--- src/rtl/noc_vc_input_port.sv ---
// Virtual-channel NoC input port: one first-word-fall-through FIFO per VC, packet-locked
// round-robin output arbitration, registered per-VC credit return and a sticky overflow flag.
module noc_vc_input_port #(
  parameter int NUM_VCS           = 2,
  parameter int FLIT_WIDTH        = 128,
  parameter int DEST_WIDTH        = 6,
  parameter int FLIT_BUFFER_DEPTH = 4,
  parameter int VC_WIDTH          = (NUM_VCS > 1) ? $clog2(NUM_VCS) : 1
) (
  input  logic                  clk_noc,
  input  logic                  rst_noc,
  input  logic                  send_in,
  input  logic [FLIT_WIDTH-1:0] data_in,
  input  logic [DEST_WIDTH-1:0] dest_in,
  input  logic                  is_tail_in,
  input  logic [VC_WIDTH-1:0]   vc_in,
  output logic [NUM_VCS-1:0]    credit_out,
  output logic                  out_valid,
  input  logic                  out_ready,
  output logic [FLIT_WIDTH-1:0] out_data,
  output logic [DEST_WIDTH-1:0] out_dest,
  output logic                  out_is_tail,
  output logic [VC_WIDTH-1:0]   out_vc,
  output logic                  overflow_err
);

  localparam int                  DEPTH    = FLIT_BUFFER_DEPTH;
  localparam int                  PTR_W    = $clog2(DEPTH);
  localparam int                  CNT_W    = PTR_W + 1;
  localparam logic [CNT_W-1:0]    FULL_CNT = CNT_W'(DEPTH);
  localparam logic [VC_WIDTH-1:0] LAST_VC  = VC_WIDTH'(NUM_VCS - 1);

  typedef struct packed {
    logic [FLIT_WIDTH-1:0] data;
    logic [DEST_WIDTH-1:0] dest;
    logic                  is_tail;
  } flit_t;

  typedef enum logic {UNLOCKED, LOCKED} arb_state_e;

  flit_t            mem_q    [NUM_VCS][DEPTH];
  logic [PTR_W-1:0] wr_ptr_q [NUM_VCS];
  logic [PTR_W-1:0] wr_ptr_d [NUM_VCS];
  logic [PTR_W-1:0] rd_ptr_q [NUM_VCS];
  logic [PTR_W-1:0] rd_ptr_d [NUM_VCS];
  logic [CNT_W-1:0] count_q  [NUM_VCS];
  logic [CNT_W-1:0] count_d  [NUM_VCS];

  arb_state_e          state_q, state_d;
  logic [VC_WIDTH-1:0] lock_vc_q, lock_vc_d;
  logic [VC_WIDTH-1:0] rr_ptr_q, rr_ptr_d;
  logic                hold_q, hold_d;
  logic [VC_WIDTH-1:0] hold_vc_q, hold_vc_d;
  logic [NUM_VCS-1:0]  credit_q;
  logic                overflow_q, overflow_d;

  logic [NUM_VCS-1:0]  nonempty;
  logic [NUM_VCS-1:0]  wr_en;
  logic [NUM_VCS-1:0]  pop_vec;
  logic [VC_WIDTH-1:0] rr_grant;
  logic [VC_WIDTH-1:0] rr_idx;
  logic                rr_found;
  logic [VC_WIDTH-1:0] grant;
  logic                valid;
  logic                pop;
  flit_t               flit_in;
  flit_t               head;

  assign flit_in = '{data: data_in, dest: dest_in, is_tail: is_tail_in};

  // Round-robin search for the first non-empty VC starting at rr_ptr.
  // NOTE: every signal driven in an always_comb is given a default first, so no path leaves it unassigned (no latch).
  always_comb begin
    rr_grant = rr_ptr_q;
    rr_found = 1'b0;
    rr_idx   = rr_ptr_q;
    for (int i = 0; i < NUM_VCS; i++) begin
      if (!rr_found && nonempty[rr_idx]) begin
        rr_found = 1'b1;
        rr_grant = rr_idx;
      end
      rr_idx = (rr_idx == LAST_VC) ? '0 : rr_idx + 1'b1;
    end
  end

  // A lock pins the grant to one VC; a stalled unlocked grant is held so outputs stay stable.
  always_comb begin
    grant = rr_grant;
    valid = rr_found;
    if (state_q == LOCKED) begin
      grant = lock_vc_q;
      valid = nonempty[lock_vc_q];
    end else if (hold_q) begin
      grant = hold_vc_q;
      valid = nonempty[hold_vc_q];
    end
  end

  assign head = mem_q[grant][rd_ptr_q[grant]];
  assign pop  = valid && out_ready;

  always_comb begin
    for (int v = 0; v < NUM_VCS; v++) begin
      nonempty[v] = (count_q[v] != '0);
      pop_vec[v]  = pop && (grant == VC_WIDTH'(v));
      wr_en[v]    = send_in && (vc_in == VC_WIDTH'(v)) && ((count_q[v] != FULL_CNT) || pop_vec[v]);
      wr_ptr_d[v] = wr_en[v] ? wr_ptr_q[v] + 1'b1 : wr_ptr_q[v];
      rd_ptr_d[v] = pop_vec[v] ? rd_ptr_q[v] + 1'b1 : rd_ptr_q[v];
      unique case ({wr_en[v], pop_vec[v]})
        2'b10:   count_d[v] = count_q[v] + 1'b1;
        2'b01:   count_d[v] = count_q[v] - 1'b1;
        default: count_d[v] = count_q[v];
      endcase
    end
  end

  // A flit with no accepting FIFO (full without a same-cycle pop, or an out-of-range VC) is dropped.
  assign overflow_d = overflow_q || (send_in && (wr_en == '0));

  always_comb begin
    state_d   = state_q;
    lock_vc_d = lock_vc_q;
    rr_ptr_d  = rr_ptr_q;
    hold_d    = valid && !out_ready && (state_q == UNLOCKED);
    hold_vc_d = grant;
    if (pop) begin
      if (head.is_tail) begin
        state_d  = UNLOCKED;
        rr_ptr_d = (grant == LAST_VC) ? '0 : grant + 1'b1;
      end else begin
        state_d   = LOCKED;
        lock_vc_d = grant;
      end
    end
  end

  // NOTE: flit storage has no reset; the reset counts and pointers already mark every entry empty.
  always_ff @(posedge clk_noc) begin
    for (int v = 0; v < NUM_VCS; v++) begin
      if (wr_en[v]) mem_q[v][wr_ptr_q[v]] <= flit_in;
    end
  end

  // NOTE: state registers use non-blocking assignments so all of them update from pre-edge values.
  always_ff @(posedge clk_noc or posedge rst_noc) begin
    if (rst_noc) begin
      for (int v = 0; v < NUM_VCS; v++) begin
        wr_ptr_q[v] <= '0;
        rd_ptr_q[v] <= '0;
        count_q[v]  <= '0;
      end
      state_q    <= UNLOCKED;
      lock_vc_q  <= '0;
      rr_ptr_q   <= '0;
      hold_q     <= 1'b0;
      hold_vc_q  <= '0;
      credit_q   <= '0;
      overflow_q <= 1'b0;
    end else begin
      for (int v = 0; v < NUM_VCS; v++) begin
        wr_ptr_q[v] <= wr_ptr_d[v];
        rd_ptr_q[v] <= rd_ptr_d[v];
        count_q[v]  <= count_d[v];
      end
      state_q    <= state_d;
      lock_vc_q  <= lock_vc_d;
      rr_ptr_q   <= rr_ptr_d;
      hold_q     <= hold_d;
      hold_vc_q  <= hold_vc_d;
      credit_q   <= pop_vec;
      overflow_q <= overflow_d;
    end
  end

  assign out_valid    = valid;
  assign out_data     = head.data;
  assign out_dest     = head.dest;
  assign out_is_tail  = head.is_tail;
  assign out_vc       = grant;
  assign credit_out   = credit_q;
  assign overflow_err = overflow_q;

endmodule

--- config.mk ---
export PLATFORM = sky130hd
export DESIGN_NAME = noc_vc_input_port
export DESIGN_NICKNAME = d
export VERILOG_FILES = /design/src/rtl/noc_vc_input_port.sv
export SDC_FILE = /design/constraint.sdc
export NUM_CORES = 1
export LEC_CHECK = 0
export ABC_AREA = 1
export CORE_MARGIN = 4
export CORE_UTILIZATION = 45
export CTS_CLUSTER_SIZE = 24
export DETAILED_ROUTE_END_ITERATION = 10
export PLACE_DENSITY_LB_ADDON = 0.08
export SYNTH_ARGS = -nofsm -noshare
export SYNTH_HDL_FRONTEND = slang
export SYNTH_SLANG_ARGS = --single-unit
export TNS_END_PERCENT = 50
--- constraint.sdc ---
create_clock -name clk_noc -period 8.7 [get_ports clk_noc]
set_input_delay 2.175 -clock clk_noc [delete_from_list [all_inputs] [get_ports clk_noc]]
set_output_delay 2.175 -clock clk_noc [all_outputs]
set_load 0.005 [all_outputs]
==> results of run 1 <==
## area by class of cell
type                            instances  area (um^2)  area share
Antenna cell                            7         17.5    0.000344
Clock buffer                          141         3030      0.0595
Clock inverter                         74          581      0.0114
Inverter                               43          181     0.00357
Multi-Input combinational cell       2116         9290       0.183
Sequential cell                      1102        33000       0.648
Tap cell                             1265         1580      0.0311
Timing Repair Buffer                  315         3210      0.0632
## report_power, final
part | switching (mW) | leakage, nW | internal (mW)
sequential | 0.129 | 10.1 | 6.46
combinational | 6.61 | 6.38 | 3.88
clock | 1.97 | 1.76 | 2.70
## cells in the mapped netlist, types with 3 or more instances
library cell / count
ha_1: 10
nand2_1: 1239
dfrtp_1: 22
xor2_1: 7
buf_2: 156
edfxtp_1: 1080
inv_2: 7
nor2_1: 14
nand4_1: 3
nand3_1: 814
buf_1: 4
buf_4: 26
inv_1: 35
clkbuf_1: 19
a21oi_1: 5
o21ai_0: 7
## layer usage
metal  GRT usage  share of wire  vias up
met5           0         0.0011        -
met4      0.0561          0.024       20
met3      0.0484          0.059      173
met2       0.359           0.49      617
met1       0.265           0.42    13200
li1            -              -    12700
## state kept, by name, indices dropped and copies added, names as in the netlist
name,flops
credit_out,2
rr_ptr_q,1
wr_ptr_q,4
rd_ptr_q,4
mem_q,1080
overflow_err,1
lock_vc_q,1
hold_q,1
hold_vc_q,1
count_q,6
state_q,1
## worst max-delay path, stage by stage, from the launching register on
cell and delay [ns]:
dfrtp_1 0.40, inv_2 0.09, nand3_2 0.09, inv_1 0.07, nand2_1 0.04, nand2_1 0.06, nand2_1 0.06, nand2_2 0.15
nand2_8 0.39, nand2_1 0.35, nand2_8 0.57, inv_8 0.95, buf_4 0.52, nand3_1 0.17, nand3_1 0.10, nand2_1 0.12
clkdlybuf4s50_1 0.48
## cell families (layout without fill, tap and decap cells)
group | Yosys count | in the layout | synth area share
compound gates | 15 | 15 | 0.00199
xor+xnor | 9 | 9 | 0.00182
fa+ha+maj | 12 | 12 | 0.00380
buf+inv | 248 | 573 | 0.0282
flops | 1102 | 1102 | 0.760
other cells | 0 | 7 | 0
simple gates | 2080 | 2080 | 0.204
## per-stage QoR
step,util,instances,TNS (ns),hold WS [ns],total power [mW]
2_1_floorplan,-,3466,-382.04,0.442,12.8
4_1_cts,0.534,5056,0,0.474,22.1
3_3_place_gp,0.496,4841,0,0.449,17.3
6_report,0.534,5063,0,0.475,21.7
3_5_place_dp,0.496,4841,0,0.462,17.4
5_1_grt,0.534,5061,0,0.482,23.3
## worst paths after layout
kind,start,end,slack (ns),cells after the start
min in group asynchronous,rst_noc,credit_out[1],1.98,2
hold / removal,rd_ptr_q[3],rd_ptr_q[3],0.48,1
setup / recovery,count_q[0],out_data[82],1.17,16
max in group asynchronous,rst_noc,rd_ptr_q[0],6.17,2
setup reg to reg,count_q[0],mem_q[0][109],3.24,15
hold reg to reg,rd_ptr_q[3],rd_ptr_q[3],0.48,1
==> metrics, run 1 <==
most frequent cells in the layout=nand2_1 (1239), edfxtp_1 (1080), nand3_1 (814); CP arrival=5.36 ns; total grt overflow=0; fmax=133 MHz; clock skew=0.0291 ns; Synth Instances=3466; post-CTS sizing=0; Synth Cell Area=0.0434 mm^2; placer congestion estimate=0.723; Least-Margin Pin Slew=1.20 ns; largest net degree at the start of global routing=159; detailed-route via count=26700; core area=0.0953 mm^2; die area=0.102 mm^2; Hold-fix buffers, CTS=0; max_cap viols=0; final antenna-violating net count=0; relative slew slack=0.202; unrepaired setup endpoints after global routing=false; drt initial violations=1924; Worst-path clk slew=0.06 ns; top cell type's share of synthesized area=0.747; Sink Count=1102; sequential share of the synthesized area=0.760; Synth Area per Inst=12.5 um^2; Synth cell types=28; Synth area leader=edfxtp_1; final instance area=0.0509 mm^2; Die H=319 um; CTS root buf=clkbuf_16; number of synthesized register bits=1102; Worst Setup End Kind=output pin; Total Wirelength=106 mm; fin. max-slew vios=0; VDD IR max=0.575 mV; DRC viols=0; Starting Density=0.456; LEAKAGE=18.2 nW; fin crit share=0.866; Period minus WS final=7.53 ns; commonest non-fill, non-tap cell in the layout=nand2_1; first-pass GRT wire length=162 mm; CP Data Required Time=6.53 ns; Post-DP Area=0.0472 mm^2; Total GRT Usage=0.208; Setup-failing EPs final=0; chip width=319 um; Skew-Pair Late Insertion Delay=0.70 ns; Hold Crit Class=flip-flop to flip-flop; CTS tree=done; WL/cell=21.0 um; Yosys warning count=0; initial antenna violation count=20; total I/O pin count=280; Power Density=427 mW/mm^2; buffer depth of the longest clock path=3; share of cells above drive strength 1=0.0572; DR pass1 iterations=5; depth of the CTS H-tree=3; async set or reset register ratio after synthesis=0.0200; Post CTS Setup Buffer Count=0; syn_nets=3618; Primary FF master, synth=edfxtp_1; Setup WS post-layout=1.17 ns; vias in the first global route=26500; Crit Path Category=flip-flop to output pin; outcome=finished clean; number of synthesized flops with an enable pin=1080; final hold violations=0; HPWL after DPL=52.3 mm; top area cells in the synthesized netlist=edfxtp_1 (75%), nand2_1 (11%), nand3_1 (9.4%), buf_2 (1.8%), dfrtp_1 (1.3%); setup slack at placement=1.74 ns; CP startpoint kind=flip-flop; Final #Nets=3844; maximum fanout along the worst path=129; Layout Area Growth over Synthesis=17.2%; final-layout fill cell count=7991; DR vias/cell=5.28; Row Count=113; PortBufs=279; CTS Buf Count=114
Power figures use the tool's default switching activity.
==> run 2: changes to the inputs <==
--- a/config.mk
+++ b/config.mk
@@ -6,10 +6,13 @@
 export NUM_CORES = 1
 export LEC_CHECK = 0
 export ABC_AREA = 1
+export CELL_PAD_IN_SITES_DETAIL_PLACEMENT = 1
+export CELL_PAD_IN_SITES_GLOBAL_PLACEMENT = 1
 export CORE_MARGIN = 4
 export CORE_UTILIZATION = 45
 export CTS_CLUSTER_SIZE = 24
 export DETAILED_ROUTE_END_ITERATION = 10
+export HOLD_SLACK_MARGIN = 0.12
 export PLACE_DENSITY_LB_ADDON = 0.08
 export SYNTH_ARGS = -nofsm -noshare
 export SYNTH_HDL_FRONTEND = slang
==> constraint.sdc (replaced) <==
create_clock -name clk_noc -period 7.7 [get_ports clk_noc]
set_input_delay 1.925 -clock clk_noc [delete_from_list [all_inputs] [get_ports clk_noc]]
set_output_delay 1.925 -clock clk_noc [all_outputs]
set_load 0.005 [all_outputs]
==> metrics, run 2 (synthesized netlist as in run 1, its figures left out) <==
hold depth=1 (unchanged); commonest non-fill, non-tap cell in the layout=nand2_1; Worst-path clk slew=0.06 ns (about the same); Skew-Pair Late Insertion Delay=0.68 ns (-0.02 ns); Total Wirelength=117 mm (+10%); Net Sw Power=10.2 mW (+17%); Worst Setup End Kind=output pin; core area=0.0953 mm^2 (unchanged); Least-Margin Pin Slew=1.19 ns (-0.00840 ns); Slowest-stage cell, CP=inv_8; hold slack=0.466 ns (-0.00916 ns); Clk pwr share=0.216 (+0.002); Hold-fix buffers, CTS=0 (unchanged); total I/O pin count=280 (unchanged); most frequent cells in the layout=nand2_1 (1239), edfxtp_1 (1080), nand3_1 (814); CP startpoint kind=flip-flop; R2R Setup Slk=2.32 ns (-0.92 ns); most numerous cell on the critical path=nand2_1; CP cell instances=inv_2 -> nand3_2 -> inv_1 -> nand2_1 -> nand2_1 -> nand2_1 -> nand2_2 -> nand2_8 -> nand2_1 -> nand2_8 -> inv_8 -> buf_4 -> nand3_1 -> nand3_1 -> nand2_1 -> clkdlybuf4s50_1; Reg area=0.0330 mm^2 (unchanged); placer congestion estimate=0.744 (+2.9%); die area=0.102 mm^2 (unchanged); final hold violations=0 (unchanged); Post CTS Setup Buffer Count=0 (unchanged); chip width=319 um (unchanged); first-pass GRT wire length=180 mm (+11%); FF-to-FF Start=count_q[0]; Flop pwr share=0.297 (-0.006); depth of the CTS H-tree=3 (unchanged); WHS Endpoint=rd_ptr_q[3]; setup_tns=0 ns (unchanged); Total GRT Usage=0.229 (+0.0211); clock skew=0.0208 ns (-0.00833 ns); DRC viols=0 (unchanged); CTS tree=done; share of cells above drive strength 1=0.0624 (+0.00513); Crit Path Category=flip-flop to output pin; Crit path largest cell delay=0.65 ns (-0.30 ns); CP Data Required Time=5.78 ns (-0.75 ns); largest net degree at the start of global routing=149 (-6.3%); Switching Share=0.406 (+0.00592); fin crit share=0.897; Die H=319 um (unchanged); initial antenna violation count=16 (-20%); drt initial violations=2046 (+6.3%); max_cap viols=0 (unchanged); Layout Area Growth over Synthesis=17.8%; maximum fanout along the worst path=113 (-12%); LEAKAGE=18.3 nW (+0.78%); Sink Count=1102 (unchanged); Row Count=113 (unchanged); CTS root buf=clkbuf_16; fin util=0.537 (+0.00277); detailed-route via count=27800 (+4.1%); fin. max-slew vios=0 (unchanged); buffer depth of the longest clock path=3 (unchanged); total chip power=25.1 mW (+15%); Period minus WS final=6.91 ns; Setup-failing EPs final=0 (unchanged); Starting Density=0.456 (unchanged); WL/cell=23.1 um (+10%); max FFs per register=1080 (unchanged); unrepaired setup endpoints after global routing=false; vias in the first global route=29700 (+12%); final-layout fill cell count=9577 (+20%); post-CTS sizing=0 (unchanged); VDD IR max=0.520 mV (-9.5%); Final #Nets=3855 (+0.29%); post-route non-filler standard cell count=5074 (+0.22%); DR pass1 iterations=7 (+2); path depth of the worst reg2reg path=15 (unchanged); capturing point of the worst reg2reg path=mem_q[0][335]; total grt overflow=0 (unchanged); HPWL after DPL=61.4 mm (+17%); combinational share of power=0.486 (+0.004); placed cell count=4850 (+0.19%); PortBufs=279 (unchanged); Power Density=491 mW/mm^2 (+15%); internal power=14.9 mW (+14%); fmax=145 MHz; CP arrival=4.98 ns (-0.38 ns); area occupied by multi-input gates=0.00929 mm^2 (unchanged); hold path start=rd_ptr_q[3]; CTS Buf Count=116 (+1.8%); Hold Crit Class=flip-flop to flip-flop; relative slew slack=0.206 (+0.00372); outcome=finished clean; final antenna-violating net count=0 (unchanged); DR vias/cell=5.48 (+3.9%)
-- run 2: power groups by stage --
stage	clock (mW)	sequential [mW]	combinational (mW)
2_1_floorplan	0	7.67	6.74
3_3_place_gp	0	7.55	12.1
3_5_place_dp	0	7.59	12.4
4_1_cts	5.54	7.47	12.5
5_1_grt	5.82	7.51	13.5
6_report	5.42	7.47	12.2
-- run 2: critical path: cells and delay by family (launching register included) --
| kind | cells | cell delay [ns] |
|---|---|---|
| AND/OR/NAND/NOR | 11 | 1.87 |
| flip-flops | 1 | 0.41 |
| buffers and inverters | 5 | 1.82 |
-- run 2: how the worst max path moves through the flow --
stage | from | to | slack, ns
floorplan | out_ready | mem_q[0][0] | -1.13
global placement | count_q[0] | out_data[49] | 1.57
detailed placement | count_q[0] | out_data[79] | 1.47
CTS | count_q[0] | out_data[89] | 0.68
global route | count_q[0] | out_data[83] | 0.38
finish | count_q[0] | out_data[75] | 0.79
-- run 2: stage by stage --
| stage | cell area (um^2) | worst slack (ns) |
|---|---|---|
| after detailed placement | 47400 | 1.47 |
| after floorplan | 43400 | -1.13 |
| after global placement | 47400 | 1.57 |
| after global routing | 51100 | 0.382 |
| after CTS | 51100 | 0.677 |
| final | 51100 | 0.792 |
-- run 2: per-layer routing --
metal | wire [um] | vias to the layer above | part of all wire | global-route usage
li1 | - | 12700 | - | -
met1 | 49800 | 14300 | 0.42 | 0.295
met2 | 59100 | 581 | 0.50 | 0.398
met3 | 5900 | 187 | 0.050 | 0.0429
met4 | 2350 | 12 | 0.020 | 0.0650
met5 | 75 | - | 0.00064 | 0
-- run 2: cell type report --
| class | instances | area share |
|---|---|---|
| repair buffers | 324 | 0.0661 |
| diodes | 9 | 0.000440 |
| clock inverters | 64 | 0.00996 |
| inverters | 43 | 0.00360 |
| multi-input cells | 2116 | 0.182 |
| clock buffers | 151 | 0.0623 |
| flip-flops and latches | 1102 | 0.645 |
| well taps | 1265 | 0.0310 |
==> run 3: changes to the inputs <==
--- a/config.mk
+++ b/config.mk
@@ -14,6 +14,7 @@
 export DETAILED_ROUTE_END_ITERATION = 10
 export HOLD_SLACK_MARGIN = 0.12
 export PLACE_DENSITY_LB_ADDON = 0.08
+export RECOVER_POWER = 25
 export SYNTH_ARGS = -nofsm -noshare
 export SYNTH_HDL_FRONTEND = slang
 export SYNTH_SLANG_ARGS = --single-unit
==> metrics, run 3 (synthesized netlist as in run 1, its figures left out) <==
max_cap viols=0 (unchanged); Net Sw Power=10.2 mW (-0.12%); detailed-route via count=27900 (+0.20%); most frequent cells in the layout=nand2_1 (1239), edfxtp_1 (1080), nand3_1 (814); Flop pwr share=0.298 (about the same); share of cells above drive strength 1=0.0624 (unchanged); CTS Buf Count=116 (unchanged); Least-Margin Pin Slew=1.18 ns (-0.0104 ns); total chip power=25.1 mW (about the same); DR vias/cell=5.49 (about the same); PortBufs=279 (unchanged); Hold-fix buffers, CTS=0 (unchanged); depth of the CTS H-tree=3 (unchanged); first-pass GRT wire length=180 mm (unchanged); clock skew=0.0197 ns (-0.00112 ns); Hold Crit Class=flip-flop to flip-flop; post-CTS sizing=0 (unchanged); Total Wirelength=117 mm (about the same); die area=0.102 mm^2 (unchanged); Slowest-stage cell, CP=inv_8; Die H=319 um (unchanged); Power Density=490 mW/mm^2 (-0.11%); relative slew slack=0.213 (+0.00694); final hold violations=0 (unchanged); Sink Count=1102 (unchanged); unrepaired setup endpoints after global routing=false; Starting Density=0.456 (unchanged); CP cell instances=inv_2 -> nand3_2 -> inv_1 -> nand2_1 -> nand2_1 -> nand2_1 -> nand2_2 -> nand2_8 -> nand2_1 -> nand2_8 -> inv_8 -> buf_4 -> nand3_1 -> nand3_1 -> nand2_1 -> clkdlybuf4s50_1; Metal-1 WL=49.4 mm (-0.72%); Worst Setup End Kind=output pin; maximum fanout along the worst path=113 (unchanged); Skew-Pair Late Insertion Delay=0.68 ns (about the same); Worst-path clk slew=0.06 ns (about the same); internal power=14.9 mW (about the same); Worst path top cell family by delay=simple AND/OR/NAND/NOR gates; met2 wire len=59.0 mm (-0.18%); CTS tree=done; Period minus WS final=6.91 ns (-0.00238 ns); CTS root buf=clkbuf_16; VDD IR max=0.522 mV (+0.40%); CP Launch Point=count_q[0]; LEAKAGE=18.4 nW (+0.12%); fin crit share=0.897 (about the same); combinational share of power=0.486 (about the same); CP bufs+invs=5 (unchanged); Row Count=113 (unchanged); commonest non-fill, non-tap cell in the layout=nand2_1; CP startpoint kind=flip-flop; CP arrival=4.98 ns (about the same); core area=0.0953 mm^2 (unchanged); fmax=145 MHz (about the same); DRC viols=0 (unchanged); Switching Share=0.406 (about the same); fin util=0.537 (about the same); Final #Nets=3855 (unchanged); max FFs per register=1080 (unchanged); Crit path largest cell delay=0.65 ns (about the same); Clk pwr share=0.216 (about the same); drt initial violations=2056 (+0.49%); FF-to-FF Start=count_q[0]; fin. max-slew vios=0 (unchanged); Setup-failing EPs final=0 (unchanged); placer congestion estimate=0.744 (unchanged); Post CTS Setup Buffer Count=0 (unchanged); most numerous cell on the critical path=nand2_1; vias in the first global route=29700 (unchanged); Layout Area Growth over Synthesis=17.8% (about the same); hold path start=rd_ptr_q[3]; WL/cell=23.1 um (-0.14%); total I/O pin count=280 (unchanged); initial antenna violation count=30 (+14); chip width=319 um (unchanged); HPWL after DPL=61.4 mm (unchanged); Total GRT Usage=0.229 (unchanged); outcome=finished clean; final antenna-violating net count=0 (unchanged); top layer in use=met5; largest net degree at the start of global routing=149 (unchanged); total grt overflow=0 (unchanged); CP Data Required Time=5.78 ns (about the same); buffer depth of the longest clock path=3 (unchanged); wire length on met3=6.28 mm (+6.3%); Crit Path Category=flip-flop to output pin; DR pass1 iterations=5 (-2)
[run 3: final timing paths]
path / to / cells past startpoint / slack, ns
max: out_data[75] / 16 / 0.79
max reg2reg: mem_q[0][335] / 15 / 2.34
max in group asynchronous: rd_ptr_q[3] / 2 / 5.28
min in group asynchronous: credit_out[1] / 2 / 1.83
min: rd_ptr_q[3] / 1 / 0.47
min reg2reg: rd_ptr_q[3] / 1 / 0.47
[run 3: power by group through the flow]
stage               clock network [mW]  registers, mW  logic [mW]
floorplan                            0           7.67        6.74
detailed placement                   0           7.59        12.4
global route                      5.82           7.51        13.5
finish                            5.42           7.47        12.2
global placement                     0           7.55        12.1
CTS                               5.54           7.47        12.5
[run 3: area by class of cell]
| type | instances | area (um^2) |
|---|---|---|
| antenna | 15 | 37.5 |
| clock inverter | 64 | 509 |
| sequential | 1102 | 33000 |
| multi-input combinational | 2116 | 9290 |
| timing repair buffer | 324 | 3380 |
| fill | 9571 | 44100 |
| inverter | 43 | 184 |
| clock buffer | 151 | 3190 |
| tap | 1265 | 1580 |
[run 3: through the flow]
step	hold WS [ns]	std cells	area (um^2)	setup WS, ns	TNS [ns]
final	0.466	5080	51200	0.794	0
after global routing	0.499	5072	51100	0.382	0
after CTS	0.475	5065	51100	0.677	0
after detailed placement	0.462	4850	47400	1.47	0
after global placement	0.462	4850	47400	1.57	0
after floorplan	0.442	3466	43400	-1.13	-1192.04
[run 3: layer usage]
layer / global-route usage / vias to the layer above
li1: - / 12700
met1: 0.295 / 14400
met2: 0.398 / 589
met3: 0.0429 / 190
met4: 0.0650 / 10
met5: 0 / -
